## config.mk

```make
export PLATFORM = sky130hd
export DESIGN_NAME = spi_slave_rx
export DESIGN_NICKNAME = d
export VERILOG_FILES = /design/src/rtl/spi_slave_rx.sv
export SDC_FILE = /design/constraint.sdc
export NUM_CORES = 1
export LEC_CHECK = 0
export BUFFER_PORTS_ARGS = -buffer_cell sky130_fd_sc_hd__buf_2
export CORE_UTILIZATION = 39
export CTS_BUF_LIST = sky130_fd_sc_hd__clkbuf_2 sky130_fd_sc_hd__clkbuf_4 sky130_fd_sc_hd__clkbuf_8
export CTS_CLUSTER_SIZE = 40
export DETAILED_ROUTE_END_ITERATION = 10
export GPL_TIMING_DRIVEN = 0
export PLACE_DENSITY_LB_ADDON = 0.2
export SYNTH_ARGS = -nofsm -noshare
export SYNTH_HDL_FRONTEND = slang
export SYNTH_SLANG_ARGS = --single-unit
```

## constraint.sdc

```tcl
create_clock -name clk_i -period 2.5 [get_ports clk_i]
set_clock_uncertainty 0.05 [all_clocks]
set_input_delay 0.5 -clock clk_i [delete_from_list [all_inputs] [get_ports clk_i]]
set_output_delay 0.5 -clock clk_i [all_outputs]
set_load 0.05 [all_outputs]
```

## src/rtl/spi_slave_rx.sv

```systemverilog
// SPI receive stage: deserialises MSB-first words from ss_i/mosi_i into a small FIFO with valid/ready pop.
// Optional even-parity bit after each word is enabled by defining SPI_SLAVE_RX_PARITY_EN.
module spi_slave_rx #(
    parameter int DATA_W     = 8,
    parameter int FIFO_DEPTH = 4
) (
    input  logic                          clk_i,
    input  logic                          arstn_i,
    input  logic                          ss_i,
    input  logic                          mosi_i,
    output logic [DATA_W-1:0]             rx_data_o,
    output logic                          rx_valid_o,
    input  logic                          rx_ready_i,
    output logic [$clog2(FIFO_DEPTH):0]   level_o,
    output logic                          busy_o,
    output logic                          overrun_o,
    input  logic                          clr_ovr_i,
    output logic                          frame_err_o,
    output logic                          parity_err_o
);

    localparam int PTR_W = $clog2(FIFO_DEPTH);
    localparam int LVL_W = PTR_W + 1;
    localparam int CNT_W = $clog2(DATA_W);
`ifdef SPI_SLAVE_RX_PARITY_EN
    // The whole word must be held while the parity bit is sampled.
    localparam int SH_W  = DATA_W;
`else
    localparam int SH_W  = DATA_W - 1;
`endif

`ifdef SPI_SLAVE_RX_PARITY_EN
    typedef enum logic [1:0] {IDLE = 2'd0, SHIFT = 2'd1, PARITY = 2'd2} state_t;

    function automatic logic parity_ok(input logic [DATA_W-1:0] w, input logic p);
        return ~(^w ^ p);
    endfunction
`else
    typedef enum logic [1:0] {IDLE = 2'd0, SHIFT = 2'd1} state_t;
`endif

    state_t                 state_q, state_d;
    logic [CNT_W-1:0]       cnt_q, cnt_d;
    logic [SH_W-1:0]        shreg_q, shreg_d;
    logic [DATA_W-1:0]      word_in;
    logic [DATA_W-1:0]      push_word;
    logic                   push;
    logic                   frame_err_q, frame_err_d;
`ifdef SPI_SLAVE_RX_PARITY_EN
    logic                   parity_err_q, parity_err_d;
`endif

    logic [DATA_W-1:0]      mem_q [FIFO_DEPTH];
    logic [DATA_W-1:0]      mem_d [FIFO_DEPTH];
    logic [PTR_W-1:0]       wr_ptr_q, wr_ptr_d;
    logic [PTR_W-1:0]       rd_ptr_q, rd_ptr_d;
    logic [LVL_W-1:0]       level_q, level_d;
    logic                   overrun_q, overrun_d;
    logic                   pop, full, wr_en, ovr_set;

    assign word_in = {shreg_q[DATA_W-2:0], mosi_i};

    always_comb begin
        state_d     = state_q;
        cnt_d       = cnt_q;
        shreg_d     = shreg_q;
        push        = 1'b0;
        push_word   = word_in;
        frame_err_d = 1'b0;
`ifdef SPI_SLAVE_RX_PARITY_EN
        parity_err_d = 1'b0;
`endif
        if (!ss_i) begin
            state_d = IDLE;
            cnt_d   = '0;
`ifdef SPI_SLAVE_RX_PARITY_EN
            if (cnt_q != '0 || state_q == PARITY) frame_err_d = 1'b1;
`else
            if (cnt_q != '0) frame_err_d = 1'b1;
`endif
        end else begin
            case (state_q)
`ifdef SPI_SLAVE_RX_PARITY_EN
                PARITY: begin
                    state_d   = SHIFT;
                    cnt_d     = '0;
                    push_word = shreg_q;
                    if (parity_ok(shreg_q, mosi_i)) push = 1'b1;
                    else                            parity_err_d = 1'b1;
                end
`endif
                default: begin
                    // IDLE and SHIFT behave alike: counter 0 means this edge carries the MSB.
                    shreg_d = word_in[SH_W-1:0];
                    state_d = SHIFT;
                    if (cnt_q == CNT_W'(DATA_W - 1)) begin
                        cnt_d = '0;
`ifdef SPI_SLAVE_RX_PARITY_EN
                        state_d = PARITY;
`else
                        push = 1'b1;
`endif
                    end else begin
                        cnt_d = cnt_q + CNT_W'(1);
                    end
                end
            endcase
        end
    end

    always_comb begin
        pop     = rx_valid_o && rx_ready_i;
        full    = (level_q == LVL_W'(FIFO_DEPTH));
        // A pop on the same edge frees the slot the write needs.
        wr_en   = push && (!full || pop);
        ovr_set = push && full && !pop;

        mem_d = mem_q;
        if (wr_en) mem_d[wr_ptr_q] = push_word;

        wr_ptr_d = wr_en ? wr_ptr_q + PTR_W'(1) : wr_ptr_q;
        rd_ptr_d = pop   ? rd_ptr_q + PTR_W'(1) : rd_ptr_q;

        level_d = level_q;
        case ({wr_en, pop})
            2'b10:   level_d = level_q + LVL_W'(1);
            2'b01:   level_d = level_q - LVL_W'(1);
            default: level_d = level_q;
        endcase

        overrun_d = overrun_q;
        if (ovr_set)        overrun_d = 1'b1;
        else if (clr_ovr_i) overrun_d = 1'b0;
    end

    always_ff @(posedge clk_i or negedge arstn_i) begin
        if (!arstn_i) begin
            state_q     <= IDLE;
            cnt_q       <= '0;
            frame_err_q <= 1'b0;
`ifdef SPI_SLAVE_RX_PARITY_EN
            parity_err_q <= 1'b0;
`endif
            mem_q       <= '{default: '0};
            wr_ptr_q    <= '0;
            rd_ptr_q    <= '0;
            level_q     <= '0;
            overrun_q   <= 1'b0;
        end else begin
            state_q     <= state_d;
            cnt_q       <= cnt_d;
            frame_err_q <= frame_err_d;
`ifdef SPI_SLAVE_RX_PARITY_EN
            parity_err_q <= parity_err_d;
`endif
            mem_q       <= mem_d;
            wr_ptr_q    <= wr_ptr_d;
            rd_ptr_q    <= rd_ptr_d;
            level_q     <= level_d;
            overrun_q   <= overrun_d;
        end
    end

    // Shift register content is qualified by the counter, so it needs no reset.
    always_ff @(posedge clk_i) begin
        shreg_q <= shreg_d;
    end

    assign rx_data_o   = mem_q[rd_ptr_q];
    assign rx_valid_o  = (level_q != '0);
    assign level_o     = level_q;
    assign overrun_o   = overrun_q;
    assign frame_err_o = frame_err_q;
`ifdef SPI_SLAVE_RX_PARITY_EN
    assign parity_err_o = parity_err_q;
    assign busy_o       = ((state_q != IDLE) && (cnt_q != '0)) || (state_q == PARITY);
`else
    assign parity_err_o = 1'b0;
    assign busy_o       = (state_q != IDLE) && (cnt_q != '0);
`endif

endmodule

```

# Yosys cells after proc, flatten, opt, wreduce, memory -nomap -nowiden
# Cells that the tools add are included.
op_classes:
  addsub: 5
  n_lt_le_gt_ge: 3
  n_eq_ne: 4
  muxes: 16
  n_bitwise: 2
  n_reduce_logical: 14
op_table:
  columns: ["operator", "n"]
  rows:
  - ["bitwise mux 32 bit", 1]
  - ["2-to-1 mux 8 bit", 3]
  - ["binary-select mux 8 bit (select 2 bit)", 1]
  - ["demux 8 bit (select 2 bit)", 1]
  - ["2-to-1 mux 1 bit", 7]
  - ["adder 3 x 1 -> 3 bit, second input constant", 2]
  - ["== test 3 bit, second input constant", 2]
  - [">= comparator 3 bit, second input constant", 2]
  - ["logical AND 1 bit", 6]
  - ["2-to-1 mux 3 bit", 2]
  - ["inverter 2 -> 3 bit", 2]
  - ["case mux 3 bit (2 select lines)", 1]
  - ["nonzero test 2 bit", 3]
  - ["nonzero test 3 bit", 2]
  - ["adder 2 x 1 -> 2 bit, second input constant", 2]
  - ["< comparator 3 x 1 -> 1 bit, second input constant", 1]
  - ["subtractor 3 x 1 -> 3 bit, second input constant", 1]
  - ["== test 2 x 1 -> 1 bit, second input constant", 1]
  - ["== test 2 bit, second input constant", 1]
  - ["zero test 1 bit", 2]
  - ["logical OR 1 bit", 1]
totals:
  regBits: 53
  inputBits: 6
  output_inout_bits: 16
  elab_cells: 56

# Logic depth before layout (Yosys ltp)
logic_depth:
  word_depth: 6
  ltp_mapped: 11
  ltp_nobuf: 11

# Worst setup path before layout
# OpenSTA, ideal clock, no wires.
synth_path:
  path_kind: "register to register"
  from: "register level_q[2] (netlist: level_o[2])"
  to: "register level_q[2] (netlist: level_o[2])"
  t_arrival_ns: 2.299
  setup_slack_ns: 0.069
  stages_incl_launch_ff: 10
  period_less_slack_ns: 2.431
  cell_sequence: "dfrtp_1 nor4b_4 nor2_1 inv_1 ha_1 inv_1 fa_1 xor2_1 nor2_1 xor2_1"
synth_via:
  elab_chain_cells: 6
  elab_cells_between_ends: 12
synth_rtl:
  columns: ["element", "line", "text"]
  rows:
  - ["from (decl)", "57", "logic [LVL_W-1:0] level_q, level_d;"]
  - ["from (signal assigned)", "159", "level_q <= level_d;"]
  - ["== test 3 bit / nonzero test 3 bit (equally long branches)", "113, 170", null]
  - ["zero test 1 bit / logical AND 1 bit (equally long branches)", "115, 112", null]
  - ["logical OR 1 bit", "115", "wr_en = push && (!full || pop);"]
  - ["logical AND 1 bit", "115", null]
  - ["== test 2 x 1 -> 1 bit / == test 2 bit (equally long branches)", "125", "case ({wr_en, pop})"]
  - ["case mux 3 bit (2 select lines) / nonzero test 2 bit (equally long branches)", null, null]
# Several ways; a longest one is shown, not always the timed one.
# A chain may end at the register's enable or synchronous reset.

# Final worst setup path
layout_path:
  from: "register rd_ptr_q[1]"
  to: "output rx_data_o[0]"
layout_via:
  elab_chain_cells: 4
layout_rtl:
  columns: ["element", "line", "text"]
  rows:
  - ["from (decl)", "56", "logic [PTR_W-1:0] rd_ptr_q, rd_ptr_d;"]
  - ["from (signal assigned)", "158", "rd_ptr_q <= rd_ptr_d;"]
  - ["inverter 2 -> 3 bit (implied by the code)", "169", "assign rx_data_o = mem_q[rd_ptr_q];"]
  - ["binary-select mux 8 bit (select 2 bit)", "169", null]
  - ["2-to-1 mux 8 bit (implied by the code) (2 in series)", "169", null]
  - ["to (decl)", "11", "output logic [DATA_W-1:0] rx_data_o,"]
# No other way between the ends. The select of a mux whose other input is x is not followed.

==> results_dict.tcl <==
set metrics [dict create \
    final_cells 243 \
    numCtsBuffers 5 \
    fin_crit_sh_pct 92.8 \
    max_slew.worst_pin.slew_ps 1020 \
    fin_nets 185 \
    synth.most_common_cell "dfrtp_1" \
    cp.arrival_ps 1770 \
    relSlewSlack_pct 31.7 \
    cts_hold_buf 0 \
    synthDistinctLibCells 25 \
    clk_latency_ps 300 \
    slew_viol_final 0 \
    wl_um 4080 \
    yosysWarnings 0 \
    fp.coreArea_mm2 0.00557 \
    die_h_um 78.4 \
    setup_slack_ps 179 \
    fmax_mhz 431 \
    clk_pin_slew_ps 90 \
    remaining_drc_errors 0 \
    synth_area_per_cell_um2 16.0 \
    antenna_found_initial 0 \
    synth_edf_count 7 \
    syn_area_mm2 0.00228 \
    yosysTopAreaCellShare_pct 49.5 \
    dr.pass1.iters 4 \
    gr-total-overflow 0 \
    fp-row-count 27 \
    detail_route.wl_per_cell_um 16.8 \
    num_vias 1205 \
    startpoint_type "flip-flop" \
    syn_to_final_growth_pct 13.0 \
    finalWeightedCongestion 0.733 \
    rsz0062_at_grt "false" \
    yosysTopAreaCell "dfrtp_1" \
    io_pins 22 \
    routed_via_density 4.96 \
    layout_min_cycle_time_ps 2320 \
    drv_cap 0 \
    grt.total_usage_pct 15.4 \
    n_antenna_cell 0 \
    finalSetupTns_ps 0 \
    die-area_mm2 0.00614 \
    p_per_area_mw_per_mm2 796 \
    power_mw 2.05 \
    hold_viol 0 \
    antenna_left 0 \
    grt_max_degree 46 \
    fillCellCount 502 \
    status "finished, final reports clean" \
    hold_path.class "in2async" \
    cp_max_fo 9 \
    dieWidth_um 78.4 \
    grt_pass1_wl_um 6870 \
    dpl_worst_slack_ps -108 \
    drtIter0Drc 100 \
    netlist_instances 142 \
    grt_pass1_vias 1349 \
    synth-seq-cells 52 \
    drive_above_1_share_pct 46.8 \
    synth_flop_cell "dfrtp_1" \
    synthTopCellsByCount "dfrtp_1, mux2_2, inv_1, ha_1, mux4_2" \
    hpwl_um 2580 \
    setup.worst_path.class "reg2out" \
    critPathRequiredTime_ps 1950 \
    async_flop_share_pct 86.5 \
    ys_top_cells_by_area "dfrtp_1, mux2_2, edfxtp_1, mux4_2, ha_1" \
    finalSetupViolCount 0 \
    ys_seq_area_share_pct 58.7 \
    place_inst 234 \
    h-tree-depth 2 \
    cts.path.max_buffers 2 \
    cp-end-kind "output pin" \
    io_buffers 20 \
    irDropWorstVdd_v 0.000856 \
    start_util_pct 40.8 \
    cts.sinks 52 \
    syn_nets 157 \
    leakagePower_nw 1.23 \
    clock-root-buffer "clkbuf_8" \
    cts_tree "yes" \
]
repair_timing:
item	CTS	global route
pin swaps	1	0
endpoints found under the setup margin	1	1
resized for setup	1	2
gates cloned	0	0
setup buffers	1	0
worst max-delay path, cell delays in order, from the launching register on:
cell	delay, ps
dfrtp_1	320
buf_1	500
mux4_2	420
buf_2	230
state kept, by name (all words and copies together), names as in the netlist:
name	cells
overrun_o	1
rd_ptr_q	2
cnt_q	3
mem_q	32
shreg_q	7
state_q	1
frame_err_o	1
level_o	3
wr_ptr_q	2
metrics by stage:
stage                     hold slack, ps  utilization (%)  area [µm²]
after global placement               398             44.2        2470
after floorplan                      154                -        2280
after global routing                 336             46.1        2570
after detailed placement             421             44.2        2470
after CTS                            331             46.0        2560
final                                324             46.1        2570
final timing paths:
kind | from | endpoint | slack, ps | cells past startpoint
setup reg to reg | cnt_q[0]$_DFF_PN0_ | level_o[2]$_DFFE_PN0P_ | 190 | 11
max in group asynchronous | arstn_i | level_o[0]$_DFFE_PN0P_ | 1450 | 1
hold reg to reg | cnt_q[0]$_DFF_PN0_ | cnt_q[0]$_DFF_PN0_ | 430 | 1
setup / recovery | rd_ptr_q[1]$_DFFE_PN0P_ | rx_data_o[0] | 180 | 3
min in group clk_i | clr_ovr_i | overrun_o$_DFFE_PN0P_ | 340 | 2
hold / removal | arstn_i | mem_q[29]$_DFFE_PN0P_ | 320 | 1
area by class of cell:
cell class | count | area, µm² | share of cell area, %
Buffer | 3 | 16.3 | 0.633
Inverter | 10 | 37.5 | 1.46
Clock buffer | 6 | 76.3 | 2.97
Multi-Input combinational cell | 77 | 896 | 34.8
Tap cell | 72 | 90.1 | 3.50
Clock inverter | 2 | 11.3 | 0.438
Timing Repair Buffer | 21 | 108 | 4.18
Sequential cell | 52 | 1340 | 52.0
per-layer routing:
metal	GRT usage, %	share of wire (%)
met5	0	0
met4	4.44	1.1
met3	4.53	3.3
met2	26.4	53
met1	18.7	43
kinds of logic after synthesis:
logic type | share of synthesized area [%]
AOI/OAI and AO/OA | 1.43
xor gates and xnor gates | 2.31
adders and majority gates | 5.28
buffers and inverters | 2.36
DFF | 58.7
muxes | 24.2
other | 0.165
and+or+nand+nor | 5.50
cell usage in the layout (no fill, tap or decap), drive strengths merged:
cell type and count:
fa 1, clkinvlp 1, or3 1, and2 2
a21boi 1, nand2 3, inv 10, o21ai 2
o31a 1, nor3b 5, dfrtp 45, edfxtp 7
nand3 1, nor4b 1, mux2 33, ha 8
a21oi 1, xnor2 3, clkinv 1, buf 24
mux4 8, xor2 3, nor2 2, clkbuf 6
conb 1
power by group:
part	leakage (nW)	internal (mW)	switching, mW	total [mW]
Sequential	0.674	0.933	0.0732	1.01
Clock	0.0423	0.205	0.265	0.470
Combinational	0.512	0.205	0.365	0.570
Power figures use the tool's default switching activity.
